File: config.mk
export PLATFORM = sky130hd
export DESIGN_NAME = instr_word_assembler_flat
export DESIGN_NICKNAME = d
export VERILOG_FILES = /design/src/rtl/instr_word_assembler_pkg.sv /design/src/rtl/instr_word_assembler_if.sv /design/src/rtl/instr_word_assembler_tout.sv /design/src/rtl/instr_word_assembler.sv /design/src/flat_wrapper.sv
export SDC_FILE = /design/constraint.sdc
export NUM_CORES = 1
export LEC_CHECK = 0
export CORE_ASPECT_RATIO = 0.7
export CORE_UTILIZATION = 45
export DETAILED_ROUTE_END_ITERATION = 7
export GPL_TIMING_DRIVEN = 0
export PLACE_DENSITY = 0.68
export SLEW_MARGIN = 20
export SYNTH_ARGS = -nofsm -noshare
export SYNTH_HDL_FRONTEND = slang
export SYNTH_HIERARCHICAL = 1
export SYNTH_SLANG_ARGS = --single-unit
File: constraint.sdc
create_clock -name clk -period 3.8 [get_ports clk]
set_input_delay 0.76 -clock clk [delete_from_list [all_inputs] [get_ports clk]]
set_output_delay 0.76 -clock clk [all_outputs]
set_load 0.01 [all_outputs]
File: src/rtl/instr_word_assembler_pkg.sv
// Shared constants and state encoding for the UART instruction word path.
// Used by both the word assembler and the serialising instruction buffer.
package instr_word_assembler_pkg;

  localparam int NB_STATE = 2;
  localparam int BYTES_PER_WORD = 4;
  localparam logic [31:0] HALT_WORD_C = 32'hFFFF_FFFF;

  typedef enum logic [NB_STATE-1:0] {
    IDLE    = 2'd0,
    COLLECT = 2'd1,
    PRESENT = 2'd2,
    DONE    = 2'd3
  } state_e;

endpackage

File: src/rtl/instr_word_assembler_if.sv
// Byte-in / word-out bundle between uart_rx, the assembler and the
// instruction-memory loader.
interface instr_word_assembler_if #(
  parameter int NB_DATA = 8,
  parameter int NB_WORD = 32,
  parameter int NB_ADDR = 8
);

  logic               rx_done_tick;
  logic [NB_DATA-1:0] din;
  logic               i_ready;
  logic [NB_WORD-1:0] o_word;
  logic [NB_ADDR-1:0] o_addr;
  logic               o_valid;
  logic               o_done;
  logic               o_err;

  modport master (
    output rx_done_tick, din, i_ready,
    input  o_word, o_addr, o_valid,
    input  o_done, o_err
  );

  modport slave (
    input  rx_done_tick, din, i_ready,
    output o_word, o_addr, o_valid,
    output o_done, o_err
  );

endinterface

File: src/rtl/instr_word_assembler_tout.sv
// Inter-byte timeout: counts enabled cycles since the last clear and
// pulses expire on the TOUT_CYC-th consecutive enabled cycle.
module byte_timeout_cnt #(
  parameter int TOUT_CYC = 50000,
  parameter int NB_TOUT  = 16
) (
  input  logic clk,
  input  logic reset,
  input  logic clr_i,
  input  logic en_i,
  output logic expire_o
);

  logic [NB_TOUT-1:0] cnt_q;
  logic [NB_TOUT-1:0] cnt_d;

  always_comb begin
    cnt_d = cnt_q;
    if (clr_i)
      cnt_d = '0;
    else if (en_i)
      cnt_d = cnt_q + 1'b1;
  end

  always_ff @(posedge clk) begin
    if (reset)
      cnt_q <= '0;
    else
      cnt_q <= cnt_d;
  end

  assign expire_o = en_i &&
    (cnt_q == NB_TOUT'(TOUT_CYC - 1));

endmodule

File: src/rtl/instr_word_assembler.sv
// Packs MSB-first UART bytes into instruction words and hands them,
// with an incrementing word address, to the instruction-memory loader.
module instr_word_assembler
  import instr_word_assembler_pkg::*;
#(
  parameter int NB_DATA  = 8,
  parameter int NB_WORD  = 32,
  parameter int NB_ADDR  = 8,
  parameter int TOUT_CYC = 50000,
  parameter int NB_TOUT  = 16,
  parameter logic [NB_WORD-1:0] HALT_WORD =
    NB_WORD'(HALT_WORD_C)
) (
  input logic                   clk,
  input logic                   reset,
  instr_word_assembler_if.slave bus
);

  localparam int BPW    = NB_WORD / NB_DATA;
  localparam int NB_CNT = $clog2(BPW) + 1;

  state_e             state_q, state_d;
  logic [NB_WORD-1:0] word_q, word_d;
  logic [NB_ADDR-1:0] addr_q, addr_d;
  logic [NB_CNT-1:0]  cnt_q, cnt_d;
  logic               err_q, err_d;
  logic               done_q, done_d;
  logic               tout_clr;
  logic               tout_en;
  logic               tout_exp;
  logic [NB_WORD-1:0] shifted;

  assign shifted = {word_q[NB_WORD-NB_DATA-1:0], bus.din};

  byte_timeout_cnt #(
    .TOUT_CYC (TOUT_CYC),
    .NB_TOUT  (NB_TOUT)
  ) u_tout (
    .clk      (clk),
    .reset    (reset),
    .clr_i    (tout_clr),
    .en_i     (tout_en),
    .expire_o (tout_exp)
  );

  always_comb begin
    state_d  = state_q;
    word_d   = word_q;
    addr_d   = addr_q;
    cnt_d    = cnt_q;
    err_d    = err_q;
    done_d   = done_q;
    tout_clr = 1'b1;
    tout_en  = 1'b0;
    unique case (state_q)
      IDLE: begin
        if (bus.rx_done_tick) begin
          word_d  = shifted;
          cnt_d   = NB_CNT'(1);
          state_d = COLLECT;
        end
      end
      COLLECT: begin
        tout_clr = bus.rx_done_tick;
        tout_en  = !bus.rx_done_tick;
        if (bus.rx_done_tick) begin
          word_d = shifted;
          cnt_d  = cnt_q + 1'b1;
          if (cnt_q == NB_CNT'(BPW - 1))
            state_d = PRESENT;
        end else if (tout_exp) begin
          err_d   = 1'b1;
          cnt_d   = '0;
          state_d = IDLE;
        end
      end
      PRESENT: begin
        if (bus.i_ready) begin
          addr_d = addr_q + 1'b1;
          cnt_d  = '0;
          if (&addr_q)
            err_d = 1'b1;
          if (word_q == HALT_WORD) begin
            done_d  = 1'b1;
            state_d = DONE;
          end else if (bus.rx_done_tick) begin
            // byte arriving with the handshake opens the next word
            word_d  = shifted;
            cnt_d   = NB_CNT'(1);
            state_d = COLLECT;
          end else begin
            state_d = IDLE;
          end
        end else if (bus.rx_done_tick) begin
          err_d = 1'b1;
        end
      end
      DONE: begin
      end
    endcase
  end

  always_ff @(posedge clk) begin
    if (reset) begin
      state_q <= IDLE;
      word_q  <= '0;
      addr_q  <= '0;
      cnt_q   <= '0;
      err_q   <= 1'b0;
      done_q  <= 1'b0;
    end else begin
      state_q <= state_d;
      word_q  <= word_d;
      addr_q  <= addr_d;
      cnt_q   <= cnt_d;
      err_q   <= err_d;
      done_q  <= done_d;
    end
  end

  assign bus.o_word  = word_q;
  assign bus.o_addr  = addr_q;
  assign bus.o_valid = (state_q == PRESENT);
  assign bus.o_done  = done_q;
  assign bus.o_err   = err_q;

endmodule

File: src/flat_wrapper.sv
// flat-port wrapper written by rule: the top's interface ports become plain ports
module instr_word_assembler_flat import instr_word_assembler_pkg::*;
#(
  parameter int NB_DATA  = 8,
  parameter int NB_WORD  = 32,
  parameter int NB_ADDR  = 8,
  parameter int TOUT_CYC = 50000,
  parameter int NB_TOUT  = 16,
  parameter logic [NB_WORD-1:0] HALT_WORD =
    NB_WORD'(HALT_WORD_C)
)
  (clk, reset, bus_rx_done_tick, bus_din, bus_i_ready, bus_o_word, bus_o_addr, bus_o_valid, bus_o_done, bus_o_err);
  instr_word_assembler_if #(.NB_DATA(NB_DATA), .NB_WORD(NB_WORD), .NB_ADDR(NB_ADDR)) bus_i ();
  input logic clk;
  input logic reset;
  input wire logic [$bits(bus_i.rx_done_tick)-1:0] bus_rx_done_tick;
  input wire logic [$bits(bus_i.din)-1:0] bus_din;
  input wire logic [$bits(bus_i.i_ready)-1:0] bus_i_ready;
  output wire logic [$bits(bus_i.o_word)-1:0] bus_o_word;
  output wire logic [$bits(bus_i.o_addr)-1:0] bus_o_addr;
  output wire logic [$bits(bus_i.o_valid)-1:0] bus_o_valid;
  output wire logic [$bits(bus_i.o_done)-1:0] bus_o_done;
  output wire logic [$bits(bus_i.o_err)-1:0] bus_o_err;
  assign bus_i.rx_done_tick = bus_rx_done_tick;
  assign bus_i.din = bus_din;
  assign bus_i.i_ready = bus_i_ready;
  assign bus_o_word = bus_i.o_word;
  assign bus_o_addr = bus_i.o_addr;
  assign bus_o_valid = bus_i.o_valid;
  assign bus_o_done = bus_i.o_done;
  assign bus_o_err = bus_i.o_err;
  instr_word_assembler #(.NB_DATA(NB_DATA), .NB_WORD(NB_WORD), .NB_ADDR(NB_ADDR), .TOUT_CYC(TOUT_CYC), .NB_TOUT(NB_TOUT), .HALT_WORD(HALT_WORD)) u_core (.clk(clk), .reset(reset), .bus(bus_i));
endmodule
# Yosys cells after proc, flatten, opt, wreduce, memory -nomap -nowiden
# Cells that the tools add are included.
op_classes:
  n_mux: 27
  addsub: 3
  n_reduce_logical: 15
  eq_ne: 14
op_table:
  columns: ["operator", "n"]
  rows:
  - ["two-way mux 32 bit", 3]
  - ["one-hot mux 32 bit (2 select lines)", 1]
  - ["equality test 32 bit, second input constant", 1]
  - ["adder 16 x 1 -> 16 bit, second input constant", 1]
  - ["equality test 16 bit, second input constant", 1]
  - ["two-way mux 3 bit", 5]
  - ["two-way mux 2 bit", 6]
  - ["AND reduction 5 bit", 2]
  - ["two-way mux 1 bit", 9]
  - ["!= test 3 x 2 -> 1 bit, second input constant", 3]
  - ["one-hot mux 3 bit (3 select lines)", 1]
  - ["adder 8 x 1 -> 8 bit, second input constant", 1]
  - ["!= test 2 bit, second input constant", 4]
  - ["AND reduction 8 bit", 1]
  - ["one-hot mux 2 bit (3 select lines)", 1]
  - ["AND reduction 3 bit", 2]
  - ["AND reduction 4 bit", 1]
  - ["nonzero test 2 bit", 2]
  - ["OR reduction 2 bit", 2]
  - ["adder 3 x 1 -> 3 bit, second input constant", 1]
  - ["equality test 3 x 2 -> 1 bit, second input constant", 1]
  - ["!= test 3 bit, second input constant", 1]
  - ["nonzero test 3 bit", 1]
  - ["equality test 2 x 1 -> 1 bit, second input constant", 1]
  - ["other kinds (7)", 7]
word_totals:
  out_inout_bits: 43
  ff_bits: 63

# Longest topological paths before layout
depth:
  ltp_word: 6
  mapped_depth: 12
  ltp_nobuf: 10

# By module
# The synthesis kept the hierarchy.
modules_own_cells:
  columns: ["module", "n_inst", "seq_area_each_um2", "area_per_inst_um2", "cells_each"]
  rows:
  - ["instr_word_assembler", 1, 940.9, 2652.5, 309]
  - ["byte_timeout_cnt", 1, 320.3, 810.8, 90]

# Worst setup path after synthesis
# No wires, ideal clock.
synth_timing:
  kind: "input-to-reg"
  startpoint: "input port bus_rx_done_tick"
  endpoint: "register u_core.state_q[0]"
  t_arrival_ps: 2932
  path_slack_ps: 777
  required_ps: 3709
  cell_stages: 12
  path_cell_list: "buf_2 -> inv_2 -> clkbuf_1 -> nand2_1 -> inv_1 -> buf_6 -> nand4_1 -> nor4_1 -> nor2b_1 -> o21ai_0 -> a31oi_1 -> a311oi_1"
synth_via:
  elab_chain_cells: 5
synth_lines:
  columns: ["element", "line_no", "source"]
  rows:
  - ["start, declared", "flat_wrapper.sv:16", "input wire logic [$bits(bus_i.rx_done_tick)-1:0] bus_rx_done_tick;"]
  - ["zero test 1 bit", "instr_word_assembler.sv:65", "tout_en = !bus.rx_done_tick;"]
  - ["two-way mux 1 bit", "instr_word_assembler.sv:55", "unique case (state_q)"]
  - ["net u_core.tout_en", "instr_word_assembler.sv:29", "logic tout_en;"]
  - ["logical AND 1 bit", "instr_word_assembler_tout.sv:32", "assign expire_o = en_i &&"]
  - ["net u_core.tout_exp", "instr_word_assembler.sv:30", "logic tout_exp;"]
  - ["!= test 3 x 2 -> 1 bit (no line)", null, null]
  - ["AND reduction 5 bit (no line)", null, null]
  - ["end signal, assigned", "instr_word_assembler.sv:112", "state_q <= state_d;"]
  - ["end, declared", "instr_word_assembler.sv:22", "state_e state_q, state_d;"]
# The timed path passes the listed nets, and every way through them passes these cells. The select of a mux whose other input is x is not followed.
# A chain may end at the register's enable or synchronous reset.

# Worst setup path in the final report
layout_timing:
  startpoint: "input port bus_rx_done_tick"
  endpoint: "register u_core.state_q[1]"
# The elaborated chain is that of the path after synthesis.

==> flow_summary.yaml <==
outcome:
  outcome: "completed"
sta:
  clock_skew_ns: 0.00820
  final_max_slew_viol_count: 0
  hold_violations: 0
  worst_pin_slew_ns: 0.597
  fin_crit_ns: 3.41
  rsz0062_at_grt: "no"
  max_slew_margin_pct: 59.9
  setup-violations-final: 0
  min_period_over_period_pct: 89.7
  fmax_mhz: 294
clock_network:
  cts_buffer_depth: 2
  root_buffer: "clkbuf_8"
  ctsHoldBuffers: 0
  path_clk_slew_ns: 0.07
  cts_setup_buffers: 0
  cts.sinks: 63
  cts_buffers: 9
  cts_tree: "yes"
  htreeDepth: 3
  cts_resized: 0
  clk_latency_ns: 0.35
yosys:
  synthFlopType: "dfxtp_1"
  synth-compound-area-share_pct: 26.2
  synthMuxAreaShare_pct: 1.77
  synthTopCellsByCount: "dfxtp_1 (63), nand4_1 (47), a21oi_1 (46)"
  synth_edf_count: 0
  synth_area_leaders: "dfxtp_1 (36%), nand4_1 (8.5%), a211o_1 (7.6%)"
  ys_types: 47
  syn_area_per_cell_um2: 8.68
  synth_nets: 419
  yosys.area.top_type: "dfxtp_1"
  async_flop_share_pct: 0
  netlist_instances: 399
  synth-seq-cells: 63
  yosys.area_share.simple_pct: 23.4
  yosysMostFrequentCell: "dfxtp_1"
  synthXorXnorAreaFrac_pct: 2.53
  synth_top_family_by_area: "compound AO/OA/AOI/OAI gates"
  synth_top_area_share_pct: 36.4
  ys.warnings.count: 6
  yosys.area_share.adder_pct: 2.89
  synth_area_mm2: 0.00346
  yosysSeqAreaShare_pct: 36.4
worst_setup_path:
  startpoint_type: "primary input"
  max_stage_delay_ns: 0.50
  worstSetupPathType: "primary input to flop"
  critPathRequiredTime_ns: 4.06
  r2r_cells: 11
  worstPathArrival_ns: 3.66
  cp_num_cells: 12
  path_cells: "buf_2 > inv_2 > clkbuf_1 > nand2_1 > inv_1 > buf_6 > nand4_1 > nor4_1 > nor2b_1 > o21ai_1 > a31oi_1 > a311oi_1"
  reg2reg_from: "u_core/state_q[1]"
  critPathMaxFanout: 10
  cp-endpoint: "u_core/state_q[1]"
  crit_start: "bus_rx_done_tick"
  endpoint_kind: "flop"
  path_buf_inv: 5
  crit_path_top_delay_cell: "nor4_1"
  timing.rr.end: "u_core/state_q[1]"
  cp_top_family: "buffers and inverters"
  rrSetupSlack_ns: 0.99
pwr:
  switching_power_uw: 659
  clock_power_share_pct: 28.1
  power_mw: 1.89
  ir_drop_mv: 0.164
  leakagePower_nw: 1.69
  p_comb_share_pct: 28.6
  switching_share_pct: 34.9
  power_density_mw_per_mm2: 441
  power_frac_seq_pct: 43.2
  power.internal_mw: 1.23
drt:
  routedWlPerCell_um: 17.7
  initialDrtViolationCount: 290
  ant_nets: 0
  vias_per_cell: 6.38
  drc: 0
  num_vias: 3603
  first_pass_iters: 5
  totalWireLength_um: 10000
hold_path:
  hp-class: "flop to flop"
  whs_path_depth: 2
grt:
  grt_pass1_vias: 3095
  grt_usage_pct: 25.3
  grt_max_degree: 12
  grt_overflow: 0
  grt_pass1_wl_um: 15800
  grt_antenna_before_repair: 0
placed_design:
  place_inst: 549
  dpl_cell_area_mm2: 0.00411
  gp_congestion: 0.834
  io_buffers: 52
  dp_hpwl_um: 6970
cells_and_area:
  diodes: 0
  fin_util_pct: 58.0
  drive_gt1_share_pct: 8.14
  multi_input_area_mm2: 0.00197
  seq_area_mm2: 0.00126
  fillers: 689
  finalNetCount: 482
  syn_to_final_growth_pct: 23.6
  fin_cells: 565
  final_area_mm2: 0.00428
floorplanning:
  die_h_um: 75.4
  fp.dieW_um: 107
  design.core.area_mm2: 0.00738
  num_io_pins: 55
  core.rowCount: 26
  start_util_pct: 46.9
  dieArea_mm2: 0.00806
job:
  drv_cap: 0
==> metrics by stage <==
stage / setup TNS [ns] / hold slack, ns / worst slack, ns
final: 0 / 0.477 / 0.393
after global routing: 0 / 0.509 / 0.181
after detailed placement: -0.114 / 0.463 / -0.0653
after floorplan: 0 / 0.444 / 0.777
after global placement: -0.131 / 0.462 / -0.0809
after CTS: 0 / 0.483 / 0.299
==> routing by layer <==
metal / share of wire, % / up-vias / track usage, %
met1: 49 / 1740 / 37.2
met2: 42 / 174 / 36.6
met4: 1.1 / 0 / 8.22
met5: 0 / - / 0
met3: 8.6 / 11 / 5.39
li1: - / 1678 / -
==> cell type report <==
class / instances / share of cell area (%)
Clock inverter: 5 / 0.789
Sequential cell: 63 / 29.5
Timing Repair Buffer: 52 / 12.2
Inverter: 8 / 0.701
Clock buffer: 11 / 3.30
Multi-Input combinational cell: 291 / 45.9
Buffer: 37 / 4.79
Tap cell: 98 / 2.86
==> worst register-to-register path: stages, from the launching register on <==
cell and delay [ns]:
dfxtp_1 0.35, inv_1 0.09, ha_1 0.25, nand2_1 0.19, inv_1 0.13, buf_6 0.15, nand4_1 0.18, nor4_1 0.50
nor2b_1 0.12, o21ai_1 0.34, a31oi_1 0.15, a311oi_1 0.27
==> logic make-up after synthesis <==
family	after synthesis
adder cells (fa/ha/maj)	8
multiplexers	6
XOR/XNOR	10
AO/OA/AOI/OAI	132
buffers and inverters	45
flip-flops	63
AND/OR/NAND/NOR	135
==> sequential cells by signal, summed over array words and instances, names as in the netlist <==
signal               flops
u_core/state_q           2
u_core/bus.o_done        1
u_core/bus.o_word       32
u_core/bus.o_addr        8
u_core/u_tout/cnt_q     16
u_core/cnt_q             3
u_core/bus.o_err         1
==> power groups by stage <==
stage / Clock [mW] / Combinational [mW] / Sequential, mW
after CTS: 0.540 / 0.530 / 0.813
after detailed placement: 0 / 0.527 / 0.828
after global placement: 0 / 0.520 / 0.828
final: 0.530 / 0.540 / 0.816
after floorplan: 0 / 0.304 / 0.825
after global routing: 0.567 / 0.583 / 0.825
==> worst min-delay path by stage <==
stage / start / end / slack [ns]
2_1_floorplan: u_core/u_tout/cnt_q[15] / u_core/u_tout/cnt_q[15] / 0.44
3_3_place_gp: u_core/bus.o_done / u_core/bus.o_done / 0.46
3_5_place_dp: u_core/bus.o_done / u_core/bus.o_done / 0.46
4_1_cts: u_core/u_tout/cnt_q[15] / u_core/u_tout/cnt_q[15] / 0.48
5_1_grt: u_core/u_tout/cnt_q[15] / u_core/u_tout/cnt_q[15] / 0.51
6_report: u_core/u_tout/cnt_q[15] / u_core/u_tout/cnt_q[15] / 0.48
==> cells in the final DEF (no fill, tap or decap), types with 4 or more instances in the layout <==
cell type        netlist  final
dfxtp_1               63     63
clkdlybuf4s50_1        0     52
nand4_1               47     47
a21oi_1               46     46
o31ai_1               34     34
a211o_1               30     30
clkbuf_1              26     27
nor2_1                20     20
nand2_1               17     17
or3_1                 11     11
clkbuf_8               0     10
buf_6                  8      8
xor2_1                 8      8
nand3_1                8      8
ha_1                   8      8
inv_1                  7      7
o21ai_0                8      7
nor4_1                 5      5
mux2i_1                5      5
nor3_1                 4      4
or4_1                  4      4
(Power assumes the default switching activity.)
